## src/rtl/g_norn_filt_if.sv

```systemverilog
// Signal bundle for g_norn_filt: filter enable, OR inputs and filtered/raw/edge outputs.
// The CLR/STICKY pair exists only when G_NORN_STICKY_EN is defined.
interface g_norn_filt_if #(
   parameter int WIDTH = 4
);
   logic             CE;
   logic [WIDTH-1:0] A;
   logic             Y;
   logic             YRAW;
   logic             RISE;
   logic             FALL;
`ifdef G_NORN_STICKY_EN
   logic             CLR;
   logic             STICKY;
`endif

   modport master (
      output CE, A,
`ifdef G_NORN_STICKY_EN
      output CLR,
      input  STICKY,
`endif
      input  Y, YRAW, RISE, FALL
   );

   modport slave (
      input  CE, A,
`ifdef G_NORN_STICKY_EN
      input  CLR,
      output STICKY,
`endif
      output Y, YRAW, RISE, FALL
   );
endinterface

```

## src/rtl/g_norn_filt.sv

```systemverilog
// N-input mixed-polarity OR with input synchroniser, CE-gated consecutive-cycle filter and edge pulses.
// Optional sticky rise flag with synchronous clear is enabled by defining G_NORN_STICKY_EN.
//
// state   | meaning
// STABLE  | term agrees with Y, no run in progress
// PENDING | term disagrees with Y, cnt counts qualifying CE cycles seen so far
module g_norn_filt #(
   parameter int               WIDTH       = 4,
   parameter logic [WIDTH-1:0] INV_MASK    = WIDTH'(4'b0011),
   parameter int               SYNC_STAGES = 2,
   parameter int               FILT_CYCLES = 4,
   parameter logic             RESET_VAL   = 1'b0
) (
   input logic          CK,
   input logic          RN,
   g_norn_filt_if.slave bus
);

   localparam int CW = $clog2(FILT_CYCLES + 1);
   localparam logic [CW-1:0] CNT_LAST = CW'(FILT_CYCLES - 1);

   if (WIDTH < 2 || WIDTH > 32) begin : g_bad_width
      $error("g_norn_filt: WIDTH out of range 2..32");
   end
   if (SYNC_STAGES < 0 || SYNC_STAGES > 3) begin : g_bad_sync
      $error("g_norn_filt: SYNC_STAGES out of range 0..3");
   end
   if (FILT_CYCLES < 1 || FILT_CYCLES > 255) begin : g_bad_filt
      $error("g_norn_filt: FILT_CYCLES out of range 1..255");
   end
   if ($bits(bus.A) != WIDTH) begin : g_bad_bus
      $error("g_norn_filt: interface WIDTH does not match module WIDTH");
   end

   typedef enum logic {STABLE = 1'b0, PENDING = 1'b1} state_t;

   logic [WIDTH-1:0] a_sync;
   logic             term;
   logic             yraw_q;
   state_t           state_q, state_d;
   logic [CW-1:0]    cnt_q, cnt_d;
   logic             y_q, y_d;
   logic             rise_q, rise_d;
   logic             fall_q, fall_d;

   // Sync flops reset to INV_MASK so the term reads inactive out of reset.
   if (SYNC_STAGES == 0) begin : g_nosync
      assign a_sync = bus.A;
   end else begin : g_sync
      logic [WIDTH-1:0] sync_q [SYNC_STAGES];
      always_ff @(posedge CK or negedge RN) begin
         if (!RN) begin
            for (int i = 0; i < SYNC_STAGES; i++) sync_q[i] <= INV_MASK;
         end else begin
            sync_q[0] <= bus.A;
            for (int i = 1; i < SYNC_STAGES; i++) sync_q[i] <= sync_q[i-1];
         end
      end
      assign a_sync = sync_q[SYNC_STAGES-1];
   end

   assign term = |(a_sync ^ INV_MASK);

   always_ff @(posedge CK or negedge RN) begin
      if (!RN) begin
         yraw_q  <= 1'b0;
         state_q <= STABLE;
         cnt_q   <= '0;
         y_q     <= RESET_VAL;
         rise_q  <= 1'b0;
         fall_q  <= 1'b0;
      end else begin
         yraw_q  <= term;
         state_q <= state_d;
         cnt_q   <= cnt_d;
         y_q     <= y_d;
         rise_q  <= rise_d;
         fall_q  <= fall_d;
      end
   end

   always_comb begin
      state_d = state_q;
      cnt_d   = cnt_q;
      y_d     = y_q;
      if (bus.CE) begin
         case (state_q)
            STABLE: begin
               if (term != y_q) begin
                  if (FILT_CYCLES == 1) begin
                     y_d = term;
                  end else begin
                     cnt_d   = CW'(1);
                     state_d = PENDING;
                  end
               end
            end
            PENDING: begin
               if (term == y_q) begin
                  cnt_d   = '0;
                  state_d = STABLE;
               end else if (cnt_q == CNT_LAST) begin
                  y_d     = term;
                  cnt_d   = '0;
                  state_d = STABLE;
               end else begin
                  cnt_d = cnt_q + CW'(1);
               end
            end
            default: begin
               cnt_d   = '0;
               state_d = STABLE;
            end
         endcase
      end
   end

   // y_d only differs from y_q on a committing CE edge, so pulses self-clear next edge.
   always_comb begin
      rise_d = y_d & ~y_q;
      fall_d = ~y_d & y_q;
   end

   assign bus.Y    = y_q;
   assign bus.YRAW = yraw_q;
   assign bus.RISE = rise_q;
   assign bus.FALL = fall_q;

`ifdef G_NORN_STICKY_EN
   logic sticky_q;

   always_ff @(posedge CK or negedge RN) begin
      if (!RN)          sticky_q <= 1'b0;
      else if (rise_d)  sticky_q <= 1'b1;
      else if (bus.CLR) sticky_q <= 1'b0;
   end

   assign bus.STICKY = sticky_q;
`endif

endmodule
```

## src/flat_wrapper.sv

```systemverilog
// flat-port wrapper written by rule: the top's interface ports become plain ports
module g_norn_filt_flat 
#(
   parameter int               WIDTH       = 4,
   parameter logic [WIDTH-1:0] INV_MASK    = WIDTH'(4'b0011),
   parameter int               SYNC_STAGES = 2,
   parameter int               FILT_CYCLES = 4,
   parameter logic             RESET_VAL   = 1'b0
)
  (CK, RN, bus_CE, bus_A, bus_Y, bus_YRAW, bus_RISE, bus_FALL);
  g_norn_filt_if #(.WIDTH(WIDTH)) bus_i ();
  input logic CK;
  input logic RN;
  input wire logic [$bits(bus_i.CE)-1:0] bus_CE;
  input wire logic [$bits(bus_i.A)-1:0] bus_A;
  output wire logic [$bits(bus_i.Y)-1:0] bus_Y;
  output wire logic [$bits(bus_i.YRAW)-1:0] bus_YRAW;
  output wire logic [$bits(bus_i.RISE)-1:0] bus_RISE;
  output wire logic [$bits(bus_i.FALL)-1:0] bus_FALL;
  assign bus_i.CE = bus_CE;
  assign bus_i.A = bus_A;
  assign bus_Y = bus_i.Y;
  assign bus_YRAW = bus_i.YRAW;
  assign bus_RISE = bus_i.RISE;
  assign bus_FALL = bus_i.FALL;
  g_norn_filt #(.WIDTH(WIDTH), .INV_MASK(INV_MASK), .SYNC_STAGES(SYNC_STAGES), .FILT_CYCLES(FILT_CYCLES), .RESET_VAL(RESET_VAL)) u_core (.CK(CK), .RN(RN), .bus(bus_i));
endmodule
```

## config.mk

```make
export PLATFORM = sky130hd
export DESIGN_NAME = g_norn_filt_flat
export DESIGN_NICKNAME = d
export VERILOG_FILES = /design/src/rtl/g_norn_filt_if.sv /design/src/rtl/g_norn_filt.sv /design/src/flat_wrapper.sv
export SDC_FILE = /design/constraint.sdc
export NUM_CORES = 1
export LEC_CHECK = 0
export ABC_AREA = 1
export CAP_MARGIN = 20
export CELL_PAD_IN_SITES_DETAIL_PLACEMENT = 0
export CELL_PAD_IN_SITES_GLOBAL_PLACEMENT = 2
export CORE_UTILIZATION = 31
export CTS_CLUSTER_DIAMETER = 120
export DETAILED_ROUTE_END_ITERATION = 12
export HOLD_SLACK_MARGIN = 0.15
export PLACE_DENSITY = 0.75
export SYNTH_ARGS = -nofsm -noshare
export SYNTH_HDL_FRONTEND = slang
export SYNTH_SLANG_ARGS = --single-unit
```

## constraint.sdc

```tcl
create_clock -name CK -period 1.44 [get_ports CK]
set_clock_uncertainty 0.1 [all_clocks]
set_input_delay 0.432 -clock CK [delete_from_list [all_inputs] [get_ports CK]]
set_output_delay 0.432 -clock CK [all_outputs]
set_load 0.01 [all_outputs]
```

---- Word-level counts from Yosys, hierarchy flattened ----
Cells that the tools add are included.
cells by class
  add/sub/neg operators ................... 1
  eq/ne operators ......................... 4
  multiplexer cells ....................... 12
  bitwise gates (word level) .............. 6
  reductions and logical operators ........ 2
operator list
  kind                                                  count
  2-to-1 mux 3 bit                                      3
  2-to-1 mux 1 bit                                      7
  case mux 3 bit (2 select lines)                       1
  OR reduction 4 bit                                    1
  adder 3 x 1 -> 3 bit (second input constant)          1
  equality test 3 x 2 -> 1 bit (second input constant)  1
  NOT 1 bit                                             3
  bitwise AND 1 bit                                     2
  != test 2 x 1 -> 1 bit (second input constant)        1
  NOT 2 bit                                             1
  case mux 1 bit (2 select lines)                       1
  AND reduction 2 bit                                   1
  equality test 1 bit                                   1
  != test 1 bit                                         1
storage, ports and cells
  register bits after elaboration ......... 16
  output and inout bits ................... 4

---- Depth between registers and ports, before layout ----
Gate-level depths: netlist (run 1).
  word-level depth ........................ 8
  gate-level depth with buffers ........... 7
  gate-level depth less buffers ........... 7

---- Worst setup path after synthesis (run 1) ----
No wires, ideal clock.
  kind .................................... reg-to-reg
  start point ............................. register u_core.g_sync.sync_q (netlist bit u_core.a_sync[0])
  end point ............................... register u_core.cnt_q[1]
  data arrival time ....................... 940 ps
  required time ........................... 1223 ps
  setup slack ............................. 283 ps
  stages on the path, launching flop included .. 8
  path buffers ............................ 0
  period minus slack after synthesis ...... 1157 ps
  path through ............................ dfstp_2 > nand2_1 > inv_1 > nand2_2 > nand2_2 > nand2_2 > nand3b_1 > nand2_1
between the ends
  cells in the longest elaborated chain, start to end .. 5
ends and longest elaborated chain
  what                                                                    line                                  text
  start: declaration                                                      g_norn_filt.sv:50                     logic [WIDTH-1:0] sync_q [SYNC_STAGES];
  NOT 2 bit (no line) (*)                                                 -
  OR reduction 4 bit (*)                                                  g_norn_filt.sv:62                     assign term = |(a_sync ^ INV_MASK);
  via u_core.term                                                         g_norn_filt.sv:38                     logic term;
  equality test 1 bit or != test 1 bit (tied branches)                    g_norn_filt.sv:99, g_norn_filt.sv:89
  2-to-1 mux 3 bit or != test 2 x 1 -> 1 bit (tied branches)              -
  case mux 3 bit (2 select lines) or AND reduction 2 bit (tied branches)  -
  end signal: assignment                                                  g_norn_filt.sv:75                     cnt_q <= cnt_d;
  end: declaration                                                        g_norn_filt.sv:41                     logic [CW-1:0] cnt_q, cnt_d;
Mark *: on every way through the listed nets, which the timed path passes. The rest lies on a longest branch.
A chain may end at the register's enable or synchronous reset.

---- Worst setup path after layout (run 1) ----
  start point ............................. register u_core.y_q (netlist: u_core.bus.Y)
  end point ............................... output port bus_Y
RTL lines
  what                      line                text
  start: declaration        g_norn_filt.sv:42   logic y_q, y_d;
  start signal: assignment  g_norn_filt.sv:76   y_q <= y_d;
  end: declaration          flat_wrapper.sv:16  output wire logic [$bits(bus_i.Y)-1:0] bus_Y;
No word-level cell between the ends.

==> results of run 1 <==
metal layers:
layer	part of all wire	vias to the layer above	track usage
li1	-	203	-
met1	0.44	187	0.140
met2	0.46	18	0.172
met3	0.074	4	0.0278
met4	0.023	0	0.0882
met5	0	-	0
final cells by class:
type                       count  area, um2
fill                         184        993
clock buffer                   4       36.3
timing repair buffer          13        103
sequential                    16        405
inverter                       5       18.8
multi-input combinational     31        176
tap                           25       31.3
registers in the layout, indices dropped and copies added, names as in the netlist:
signal and count:
u_core.state_q 1, u_core.bus.YRAW 1, u_core.a_sync 4, u_core.cnt_q 3, u_core.bus.Y 1, u_core.bus.RISE 1
u_core.bus.FALL 1, u_core.g_sync.sync_q 4
worst reg2reg max path: stages (launching register included):
cell	delay, ns
sky130_fd_sc_hd__dfrtp_1	0.39
sky130_fd_sc_hd__ha_1	0.18
sky130_fd_sc_hd__inv_1	0.04
sky130_fd_sc_hd__nor2_1	0.18
sky130_fd_sc_hd__nand3_2	0.13
sky130_fd_sc_hd__nor2_1	0.11
sky130_fd_sc_hd__a21oi_1	0.05
cell families after synthesis:
| kind of cell | Yosys count |
|---|---|
| AO/OA/AOI/OAI | 3 |
| buffers and inverters | 5 |
| adder cells (fa/ha/maj) | 1 |
| AND/OR/NAND/NOR | 27 |
| flip-flops | 16 |
layout by cell type (no fill, tap or decap), drive strengths merged:
cell type      instances
o21ai                  2
clkbuf                 8
dfstp                  4
buf                    3
nand3b                 1
ha                     1
inv                    5
nand2                 10
dfrtp                 12
nand4                  1
nand3                  9
nor2                   6
a21oi                  1
clkdlybuf4s50          6
power groups by stage:
| stage | sequential, mW | clock [mW] | combinational (mW) |
|---|---|---|---|
| final | 0.485 | 0.298 | 0.0547 |
| after global routing | 0.488 | 0.320 | 0.0627 |
| after CTS | 0.485 | 0.308 | 0.0559 |
| after detailed placement | 0.494 | 0 | 0.0563 |
| after global placement | 0.493 | 0 | 0.0561 |
| after floorplan | 0.492 | 0 | 0.0188 |
through the flow:
| step | std cells | area [um2] |
|---|---|---|
| after floorplan | 52 | 601 |
| after global placement | 90 | 754 |
| after detailed placement | 90 | 754 |
| after CTS | 94 | 791 |
| after global routing | 94 | 771 |
| final | 94 | 771 |
worst max-delay path by stage:
| stage | end | cells past startpoint |
|---|---|---|
| 6_report | bus_Y | 1 |
| 4_1_cts | bus_Y | 1 |
| 3_5_place_dp | u_core.cnt_q[1] | 4 |
| 3_3_place_gp | u_core.bus.Y | 4 |
| 2_1_floorplan | u_core.cnt_q[1] | 7 |
| 5_1_grt | u_core.bus.Y | 6 |
timing repair:
item | CTS | global route
pin swaps | 0 | 0
gates cloned | 0 | 0
resized for setup | 8 | 4
setup endpoints to repair | 4 | 4
==> run summary, run 1 <==
The run finished with clean final reports. The count of flip-flops with a built-in enable after synthesis came out at 0. The share of total power dissipated in sequential elements is 0.579. The hold path startpoint is u_core.g_sync.sync_q[6]. In this design, the stage delay of the slowest critical-path cell is 0.38 ns.

The cell count after synthesis is 52. The number of CTS-inserted buffers is 3. The die area is 0.00212 mm2.

After synthesis, the cell types taking the most area are sky130_fd_sc_hd__dfrtp_1 (50%), sky130_fd_sc_hd__dfstp_2 (18%), sky130_fd_sc_hd__nand3_1 (5.8%). The critical path goes through clkbuf_2. Sorting the synthesized cells by how often they occur yields sky130_fd_sc_hd__dfrtp_1 (12), sky130_fd_sc_hd__nand3_1 (7).

The number of setup violations in the final report came out at 0. The internal power consumption came out at 0.655 mW. The count of input and output buffers is 10.

The mean area per synthesized cell came out at between 10 and 15 um2. The initial antenna violation count is 0. Hold repair after CTS inserted 0 buffers. The fraction of the cycle the final worst path needs came out at 0.917. Summed over all instances, the cell type with the most area after synthesis is sky130_fd_sc_hd__dfrtp_1. In this run the clock root is driven by a sky130_fd_sc_hd__clkbuf_4. The mux contribution to synthesized area is 0.

Grouping stages by cell kind, the critical path spends the most delay in flip-flops. The clock edge transition at the registers on the reported setup and hold paths came out at ~0.1 ns. The aggregate negative setup slack is 0 ns. The complex-gate fraction of the synthesized area came out at 0.0250. The hold violation total from the final report came to 0. At the later pin of the worst-skew pair, clock insertion delay measures approximately 0.29 ns. The buffers inserted during post-CTS setup optimization is 0. The XOR/XNOR share of the synthesized area came out at 0. For this design the ratio of total power to cell area is approximately 1100 mW/mm2. The placed wire-length estimate after detailed placement is roughly 700 um. The worst voltage drop across the vdd grid is about 0.45 mV. The final route contains a little over 400 vias. The total number of placement rows came out at 15. Based on the critical path, the design can be clocked at up to about 760 MHz.

The area added between synthesis and finish came out at 28.3%. TritonCTS built the clock tree. The number of buffers and inverters on the critical path came out at 1. The switching share of power came out at 0.218. The post-synthesis cell area came out at approximately 600 um2. The core region area is ~0.0018 mm2. The max-slew violation count is 0. The final routed DRC violation total came out at 0. The post-synthesis simple-gate area fraction came out at 0.248. By startpoint and endpoint, the worst setup path is classified as reg -> out. The depth of the worst register-to-register path is 6.

The via count of the first global-routing pass came out at between 300 and 400. The static leakage is ~0.36 nW. The start point of the critical path is u_core.bus.Y. The worst path needs approximately 1.3 ns of the cycle, external delays included.

The worst hold path endpoint is u_core.a_sync[2]. The transition time of the tightest slew-check pin came out at 0.259 ns. The share of synthesized cell area in full adder, half adder and majority cells is 0.0208.

The area share of the largest cell type after synthesis came out at 0.500. The initial utilization of the core area, before any placement, comes to 0.340. For this run, asynchronously set or reset flops after synthesis account for 1.00.

The setup slack of the worst register-to-register path came out at about 0.15 ns. The worst register-to-register path ends at u_core.bus.Y. The biggest fanout along the worst timing path came out at 2. sky130_fd_sc_hd__dfrtp_1 is the most common cell in the netlist. The horizontal extent of the die came out at between 40 and 50 um. The H-tree depth is 1. Setup repair after global routing left no endpoint under its margin. The total I/O pin count came out at 11. The share of power burned in the clock network came out at 0.355.

The fraction of the yosys area taken by sequential cells is 0.675. The number of warning messages in the yosys log came out at 0. The worst-case headroom to the max-slew limit is 0.827.

The data arrival at the endpoint of the critical path is between 0.7 and 0.8 ns. The final weighted congestion in routability-driven placement came out at 0.778. The sum of internal, switching and leakage power came out at roughly 0.84 mW. The total overflow reported by the global router came out at 0. The part of the power in combinational logic came out at 0.065.

Dividing the detail-routed wire length by the instance count gives between 10 and 15 um. Summed over all layers, the routed wires come to approximately 960 um. The first-pass detailed-route iteration total is 4. The largest individual stage delay along the critical path comes from the cell sky130_fd_sc_hd__dfrtp_1. The tightest min-delay check is of the reg -> reg type. The kind of capture point of the worst setup path is an output pin. Max-cap violations in this run came to 0. Along the worst hold path, the cell count comes to 0. The number of nets in the finished design came out at 78. The number of vias per cell came out at about 4.4. The register bit total from synthesis came out at 16. The repair_antennas step left the layout with diodes totalling 0. The utilization after layout is 0.437.

Entering global routing, the biggest net connects 17 pins. The tightest hold path in the finished design has a slack of 0.253 ns. The net switching power of the design came out at approximately 0.18 mW. The most used flip-flop cell after synthesis is sky130_fd_sc_hd__dfrtp_1. The vertical extent of the die is roughly 46 um. The global-route total usage across every layer is 0.115.

Setup slack on the critical path of the routed design comes to roughly 0.12 ns. The clock sink count came out at 16. The number of nets in the synthesized netlist is 60. The initial DRC count came out at 13. The worst setup path is launched from a flop. The global-route wire length before repair came out at between 1500 and 2000 um.

The critical path required time is approximately 0.91 ns. After synthesis, the largest family of logic cells by area is simple AND/OR/NAND/NOR gates. In this run the critical register-to-register path is launched from u_core.cnt_q[0]. The number of distinct library cell variants in the gate-level netlist after synthesis is 15. Prior to clock tree synthesis, the placed netlist has a worst setup slack of -0.142 ns. The share of layout cells above drive strength 1 came out at 0.333. No sink is reached through more buffers than the 2 on the longest clock path.

The number of nets with antenna violations after detailed routing is 0.
Note: power is estimated with default switching activity, not from simulation.
==> run 2, diff against run 1 <==
Settings changed: CORE_MARGIN set to 2, GPL_ROUTABILITY_DRIVEN set to 0.
==> run summary, run 2 (same netlist as run 1, synthesis figures left out) <==
The maximum number of pins on one net before global-route repair is 17 (unchanged). The number of nets in the finished design is 78 (unchanged). The worst-case headroom to the max-slew limit came out at 0.833 (+0.00585).

The number of setup violations in the final report is 0 (unchanged). In the layout the commonest cells are sky130_fd_sc_hd__dfrtp_1 (12), sky130_fd_sc_hd__nand3_1 (7), sky130_fd_sc_hd__clkdlybuf4s50_1 (6). The fmax came out at 722 MHz (-4.7%). The source-to-sink clock delay at the later pin of the worst-skew pair is 0.27 ns (-0.02 ns). The global-route total usage across every layer came to 0.101 (-0.0141).

The number of cells in the finished layout apart from fillers came out at 94 (unchanged). The signal on the critical path passes through clkdlybuf4s15_1. The antenna cell count came out at 0 (unchanged). The delay of the slowest critical-path stage came out at 0.36 ns (-0.02 ns). The utilization after layout is 0.435 (-0.00179). The top cell family by delay on the critical path is flip-flops. The maximum buffer depth of the clock tree is 2 (unchanged). Relative to the synthesized area, the layout overhead comes to 29.2%. The run finished with clean final reports. The total number of vias is 397 (-3.6%). The number of buffers and inverters on the critical path is 1 (unchanged). The number of nets with antenna violations after detailed routing came out at 0 (unchanged). The first-pass detailed-route iteration total is 4 (unchanged). The number of CTS-inserted buffers came out at 3 (unchanged).

The fraction of the cycle the final worst path needs came out at 0.962 (+0.0453). The class of the tightest hold or removal check is reg -> reg. The static leakage came out at 0.356 nW (+0.23%). The clock sink count came to 16 (unchanged). The count of input and output buffers is 10 (unchanged).

The largest individual stage delay along the critical path comes from the cell sky130_fd_sc_hd__dfrtp_1. The routed wire length came out at 866 um (-9.7%). The minimum clock period after layout is 1.39 ns (+0.0652 ns). The total I/O pin count came out at 11 (unchanged).

The transition time of the tightest slew-check pin came out at 0.250 ns (-0.00875 ns). The data arrival at the endpoint of the critical path came out at 0.85 ns (+0.06 ns). The total number of placement rows is 15 (unchanged). The max-slew violation count came out at 0 (unchanged).

Leaving out fill and tap cells, the most frequent cell in the layout is sky130_fd_sc_hd__dfrtp_1. The tree is rooted in a sky130_fd_sc_hd__clkbuf_4. The placed wire-length estimate after detailed placement is 657 um (-5.0%). The worst setup path is captured at an output pin. The worst-case hold slack is 0.258 ns (+0.00511 ns). The mean routed wirelength per cell came to 9.21 um (-9.7%).

The share of layout cells above drive strength 1 came out at 0.319 (-0.0145). The initial DRC count came out at 2 (-11). The clock edge transition at the registers on the reported setup and hold paths came out at 0.08 ns (-0.02 ns). The buffers inserted during post-CTS setup optimization is 0 (unchanged). The hold violation total from the final report is 0 (unchanged).

The die area came out at 0.00231 mm2 (+8.9%). The power density over cell area was 1060 mW/mm2 (-2.7%). The critical path required time is 0.91 ns (about the same). The core region area is 0.00178 mm2 (+1.1%).

The number of violations of the max-capacitance limit came out at 0 (unchanged). The initial antenna violation count was 0 (unchanged). The horizontal extent of the die came out at 48.0 um (+4.3%).

The sum of internal, switching and leakage power came out at 0.821 mW (-2.0%). TritonCTS built the clock tree. The biggest fanout along the worst timing path came out at 1 (-1).

The worst setup path is of the reg -> out kind. The global-route wire length before repair came out at 1480 um (-7.0%). The number of vias per cell came out at 4.22 (-3.6%). The final routed DRC violation total came out at 0 (unchanged). The H-tree depth came out at 1 (unchanged). The vertical extent of the die was 48.0 um (+4.3%). The count of cells resized by post-cts repair was 8 (unchanged). The via count of the first global-routing pass is 362 (-3.2%).

The number of buffers added to fix hold violations after cts was 0 (unchanged). The startpoint class of the critical path is a flop. The total overflow reported by the global router came out at 0 (unchanged). Setup repair after global routing left no endpoint under its margin. The worst voltage drop across the vdd grid came out at 0.627 mV (+39%). The starting density of the core was 0.337 (-0.00358). The number of placed instances, taps included came out at 90 (unchanged).
## run 2: worst register-to-register path, cell delays in order (launching register included)
cell	delay, ns
sky130_fd_sc_hd__dfrtp_1	0.38
sky130_fd_sc_hd__ha_1	0.18
sky130_fd_sc_hd__inv_1	0.04
sky130_fd_sc_hd__nor2_1	0.19
sky130_fd_sc_hd__nand3_2	0.14
sky130_fd_sc_hd__nor2_1	0.11
sky130_fd_sc_hd__a21oi_1	0.05
## run 2: area by class of cell
class,count,area (um2)
Clock buffer,4,36.3
Fill cell,172,1010
Inverter,5,18.8
Multi-Input combinational cell,31,176
Sequential cell,16,405
Tap cell,25,31.3
Timing Repair Buffer,13,108
## run 2: worst paths after layout
check	start	end	slack (ns)	cells after the start
max	u_core.bus.YRAW	bus_YRAW	0.05	1
min	u_core.g_sync.sync_q[4]	u_core.a_sync[0]	0.26	0
max reg2reg	u_core.cnt_q[0]	u_core.bus.Y	0.16	6
min reg2reg	u_core.g_sync.sync_q[4]	u_core.a_sync[0]	0.26	0
max in group asynchronous	RN	u_core.g_sync.sync_q[4]	0.63	2
min in group asynchronous	RN	u_core.bus.Y	0.36	2
## run 2: power breakdown
part / total, mW / internal (mW) / leakage [nW] / switching (mW)
logic: 0.0541 / 0.0278 / 0.146 / 0.0263
clock network: 0.282 / 0.154 / 0.0210 / 0.128
registers: 0.484 / 0.473 / 0.189 / 0.0111
total: 0.821 / 0.655 / 0.356 / 0.166
## run 2: routing by layer
metal,GRT usage,wire length (um)
met5,0,0
met4,0.0811,19
met3,0.0340,37
met2,0.144,405
met1,0.121,403
## run 2: metrics by stage
stage	cell area, um2	setup WS [ns]	TNS (ns)
after floorplan	601	0.283	0
after global placement	754	-0.0977	-0.404
after detailed placement	754	-0.112	-0.494
after CTS	791	0.000572	0
after global routing	776	0.00477	0
final	776	0.0544	0
==> RTL change 1 (settings of run 2) <==
`WIDTH` is set to 4 in 3 places; all go to 6.
--- a/src/rtl/g_norn_filt_if.sv
+++ b/src/rtl/g_norn_filt_if.sv
@@ -3,3 +3,3 @@
 interface g_norn_filt_if #(
-   parameter int WIDTH = 4
+   parameter int WIDTH = 6
 );
--- a/src/rtl/g_norn_filt.sv
+++ b/src/rtl/g_norn_filt.sv
@@ -7,3 +7,3 @@
 module g_norn_filt #(
-   parameter int               WIDTH       = 4,
+   parameter int               WIDTH       = 6,
    parameter logic [WIDTH-1:0] INV_MASK    = WIDTH'(4'b0011),
--- a/src/flat_wrapper.sv
+++ b/src/flat_wrapper.sv
@@ -3,3 +3,3 @@
 #(
-   parameter int               WIDTH       = 4,
+   parameter int               WIDTH       = 6,
    parameter logic [WIDTH-1:0] INV_MASK    = WIDTH'(4'b0011),
Ports: changed (resized bus_A); port bits go from 11 to 13. No check against the original RTL was run, so the function may have changed too.
==> RTL change 1 against run 2 <==
Die area increased by 19%. Total power increased by 18%. Critical endpoint is now bus_Y. Setup slack improved by 0.016 ns. Register-to-register slack got worse by 0.03 ns. Cell area increased by 21%. Utilization decreased by 0.97 points. Hold slack improved by 0.00080 ns. Via count increased by 17%. Synthesized cell count increased by 13%. Synthesized area increased by 21%. Final cell count increased by 14%. Maximum frequency increased by 1.2%. Sequential cell count increased by 4. Routed wire length increased by 25%.
==> RTL change 1: results (changes against run 2) <==
Finish
• **share of cells above drive strength 1** 34.18%, +2.3 points
• **post-layout net count** 90, +15%
• **layout filler cell count** 239, +39%
• **sequential standard cell area** 505.5 µm², +25%

Timing
• **final period utilization** 95.08%, -1.1 points
• **Slew HR** 86.87%, +3.6 points
• **worst hold slack after final layout** 0.2589 ns, +0.0008000 ns

Placement
• **number of placed instances with taps included** 103, +14%
• **pre-CTS setup slack** -0.1084 ns, +0.003733 ns

Drt
• **via count** 465, +17%
• **drt total wl** 1.082 mm, +25%

Setup path
• **reg2reg path depth** 7, +1
• **peak per-stage delay on the critical path** 0.41 ns, +0.05 ns
• **Critical Path End** bus_Y
• **critical register-to-register path endpoint** u_core.cnt_q[0]
• **Max Fanout on Critical Path** 2, +1
• **FF-to-FF setup slack** 0.13 ns, -0.03 ns
• **Worst Setup SP** u_core.bus.Y

Yosys
• **Post-Synthesis Mean Instance Area** 12.28 µm², +6.3%
• **most used standard cells in the synthesized netlist** 16 x sky130_fd_sc_hd__dfrtp_1, 7 x sky130_fd_sc_hd__inv_1, 5 x sky130_fd_sc_hd__nand2_1, 5 x sky130_fd_sc_hd__nand2_2, 5 x sky130_fd_sc_hd__nand3_1
• **syn_nets** 69, +15%
• **Synth Area in Compound Gates** 2.073%, -0.43 points

Clock tree
• **latest clock arrival within the worst-skew pair** 0.29 ns, +0.02 ns
• **number of cells upsized or downsized after cts** 10, +2
• **clock-pin slew on the worst setup and hold paths** 0.10 ns, +0.02 ns

Outcome
• **run status** completed

Global routing
• **Tot GR Track Use** 9.982%, -0.072 points

Min path
• **worst hold endpoint** u_core.a_sync[2]

[RTL change 1: layout make-up]
type | instances | share of cell area (%)
Clock buffer | 4 | 3.856
Multi-Input combinational cell | 32 | 20.74
Tap cell | 28 | 3.723
Timing Repair Buffer | 16 | 15.16
Inverter | 7 | 2.793
Sequential cell | 20 | 53.72
[RTL change 1: layer usage]
layer / track usage, % / routed length [µm] / up-vias
li1: - / - / 232
met2: 15.42 / 560 / 7
met3: 3.429 / 43 / 0
met1: 12.80 / 477 / 226
met5: 0 / 0 / -
met4: 3.846 / 0 / 0
[RTL change 1: power breakdown]
part | switching (W) | leakage [nW] | internal [W] | total, W
Clock | 0.000154 | 0.0210 | 0.000154 | 0.000308
Sequential | 0.0000104 | 0.236 | 0.000589 | 0.000599
Combinational | 0.0000280 | 0.170 | 0.0000333 | 0.0000613
[RTL change 1: logic make-up after synthesis]
kind of cell,count (synthesis)
buffers and inverters,7
flip-flops,20
AO/OA/AOI/OAI,3
adder cells (fa/ha/maj),1
AND/OR/NAND/NOR,28
==> RTL change 2 (flow settings as in run 2) <==
Without the edit above. `RESET_VAL` is set to 1'b0 in 2 places; all go to 1'b1.
--- a/src/rtl/g_norn_filt.sv
+++ b/src/rtl/g_norn_filt.sv
@@ -11,3 +11,3 @@
    parameter int               FILT_CYCLES = 4,
-   parameter logic             RESET_VAL   = 1'b0
+   parameter logic             RESET_VAL   = 1'b1
 ) (
--- a/src/flat_wrapper.sv
+++ b/src/flat_wrapper.sv
@@ -7,3 +7,3 @@
    parameter int               FILT_CYCLES = 4,
-   parameter logic             RESET_VAL   = 1'b0
+   parameter logic             RESET_VAL   = 1'b1
 )
Formal check against the unedited RTL: not equivalent (Yosys sat finds a counterexample within 4 cycles, from zero or initial values).
==> RTL change 2 against run 2 <==
First-iteration DRC count rose to 3.0 times the old value. Routed wire length up 4.8%. Setup slack worse by 0.071 ns. Critical path type unchanged. Sequential power about the same. Synthesized area up 0.21%. Total power up 0.29%. Highest routed layer unchanged. Critical path depth unchanged. Maximum frequency down 4.9%. The flow now finishes with violations (setup timing). Sequential cell count unchanged. Sequential share of layout area about the same. Largest power group unchanged. Cell area up 0.32%.
==> RTL change 2: results (changes against run 2) <==
Outcome
• **run status** finished, violations left
• **violations in the final reports** setup timing

Placement
• **total placed instance area** 755.7 µm², +0.17%
• **HPWL after detailed placement** 701.8 µm, +6.8%

Setup path
• **worst path arrival time** 0.92 ns, +0.07 ns
• **launch point of the worst reg-to-reg path** u_core.a_sync[0]
• **Worst path top cell family by delay** flip-flops
• **reg2reg path depth** 7, +1
• **Critical Path End** bus_Y
• **critical register-to-register path endpoint** u_core.state_q
• **Max Fanout on Critical Path** 2, +1
• **Critical Path Slowest Stage Cell** sky130_fd_sc_hd__dfstp_2
• **Worst Setup SP** u_core.bus.Y
• **peak per-stage delay on the critical path** 0.55 ns, +0.19 ns

Yosys
• **Synth warnings** 0, unchanged
• **dominant synthesized flop cell** sky130_fd_sc_hd__dfrtp_1
• **most used standard cells in the synthesized netlist** 11 x sky130_fd_sc_hd__dfrtp_1, 7 x sky130_fd_sc_hd__nand3_1
• **post-synth cell types** 15, unchanged
• **fraction of the yosys area taken by sequential cells** 67.57%, +0.068 points
• **ys async rst share** 100.0%, unchanged
• **syn_nets** 60, unchanged
• **cell types with the largest area share after synthesis** sky130_fd_sc_hd__dfrtp_1 46%, sky130_fd_sc_hd__dfstp_2 22%, sky130_fd_sc_hd__nand3_1 5.8%

Finish
• **layout filler cell count** 175, +1.7%
• **share of cells above drive strength 1** 34.78%, +2.9 points
• **number of antenna diodes** 0, unchanged

Pwr
• **Max rail drop VDD** 0.7719 mV, +23%
• **Cell Int Power** 0.0006550 W, about the same
• **leak pwr** 0.3593 nW, +0.91%

Timing
• **Slew HR** 82.65%, -0.63 points
• **Setup WS post-layout** -0.01695 ns, -0.07138 ns
• **worst hold slack after final layout** 0.2500 ns, -0.008084 ns
• **setup-violating endpoint count in the final report** 1, +1
• **Total Negative Setup Slacks** -0.01695 ns, -0.01695 ns

Min path
• **worst hold endpoint** u_core.a_sync[0]
• **cell count of the worst hold path** 0, unchanged
• **beginning of the worst hold path** u_core.g_sync.sync_q[4]

Global routing
• **maximum number of pins on one net before global-route repair** 17, unchanged
• **first-pass GRT wire length** 1.628 mm, +10%
• **vias in the first global route** 399, +10%
• **Tot GR Track Use** 11.23%, +1.2 points

Clock tree
• **root buffer cell** sky130_fd_sc_hd__clkbuf_4
• **Setup Fix Bufs, Post-CTS** 0, unchanged

Drt
• **initial detailed-routing violation count** 6, +4
• **Via-to-Cell Ratio** 4.479, +6.0%
• **number of optimization iterations in the first detailed-route pass** 2, -2
• **drt wl/cell** 9.660 µm, +4.8%

[RTL change 2: cell types whose count changed after synthesis, sizes merged]
cell,delta
dfrtp,-1
dfstp,+1
[RTL change 2: logic make-up after synthesis]
family / count (synthesis) / share of synthesized area [%]
fa+ha+maj: 1 / 2.079
buf+inv: 5 / 3.119
simple gates: 27 / 24.74
compound gates: 3 / 2.492
flops: 16 / 67.57
[RTL change 2: layer usage]
layer	up-vias	GRT usage, %	share of wire [%]
li1	203	-	-
met1	202	11.97	41
met2	12	17.07	48
met3	4	5.660	6.7
met4	0	8.108	3.6
met5	-	0	0
[RTL change 2: what timing repair did]
item	4_1_cts	5_1_grt
gates resized for setup	11	3
setup endpoints to repair	4	4
pin swaps	0	0
[RTL change 2: stage by stage]
stage	worst slack [ns]	cells
6_report	-0.01695	94
5_1_grt	-0.05029	94
4_1_cts	-0.02779	94
3_5_place_dp	-0.1371	90
3_3_place_gp	-0.1211	90
2_1_floorplan	0.2833	52
[RTL change 2: area by class of cell]
type / instances / area (µm²) / share of cell area, %
inverter: 5 / 18.77 / 2.412
sequential: 16 / 406.6 / 52.25
tap: 25 / 31.28 / 4.019
multi-input combinational: 31 / 176.4 / 22.67
clock buffer: 4 / 36.28 / 4.662
timing repair buffer: 13 / 108.9 / 13.99
[RTL change 2: power by group through the flow]
| stage | logic, W | clock network (W) | registers [W] |
|---|---|---|---|
| 2_1_floorplan | 0.0000188 | 0 | 0.000492 |
| 6_report | 0.0000536 | 0.000284 | 0.000485 |
| 3_3_place_gp | 0.0000560 | 0 | 0.000493 |
| 4_1_cts | 0.0000559 | 0.000297 | 0.000486 |
| 5_1_grt | 0.0000620 | 0.000320 | 0.000488 |
| 3_5_place_dp | 0.0000564 | 0 | 0.000494 |
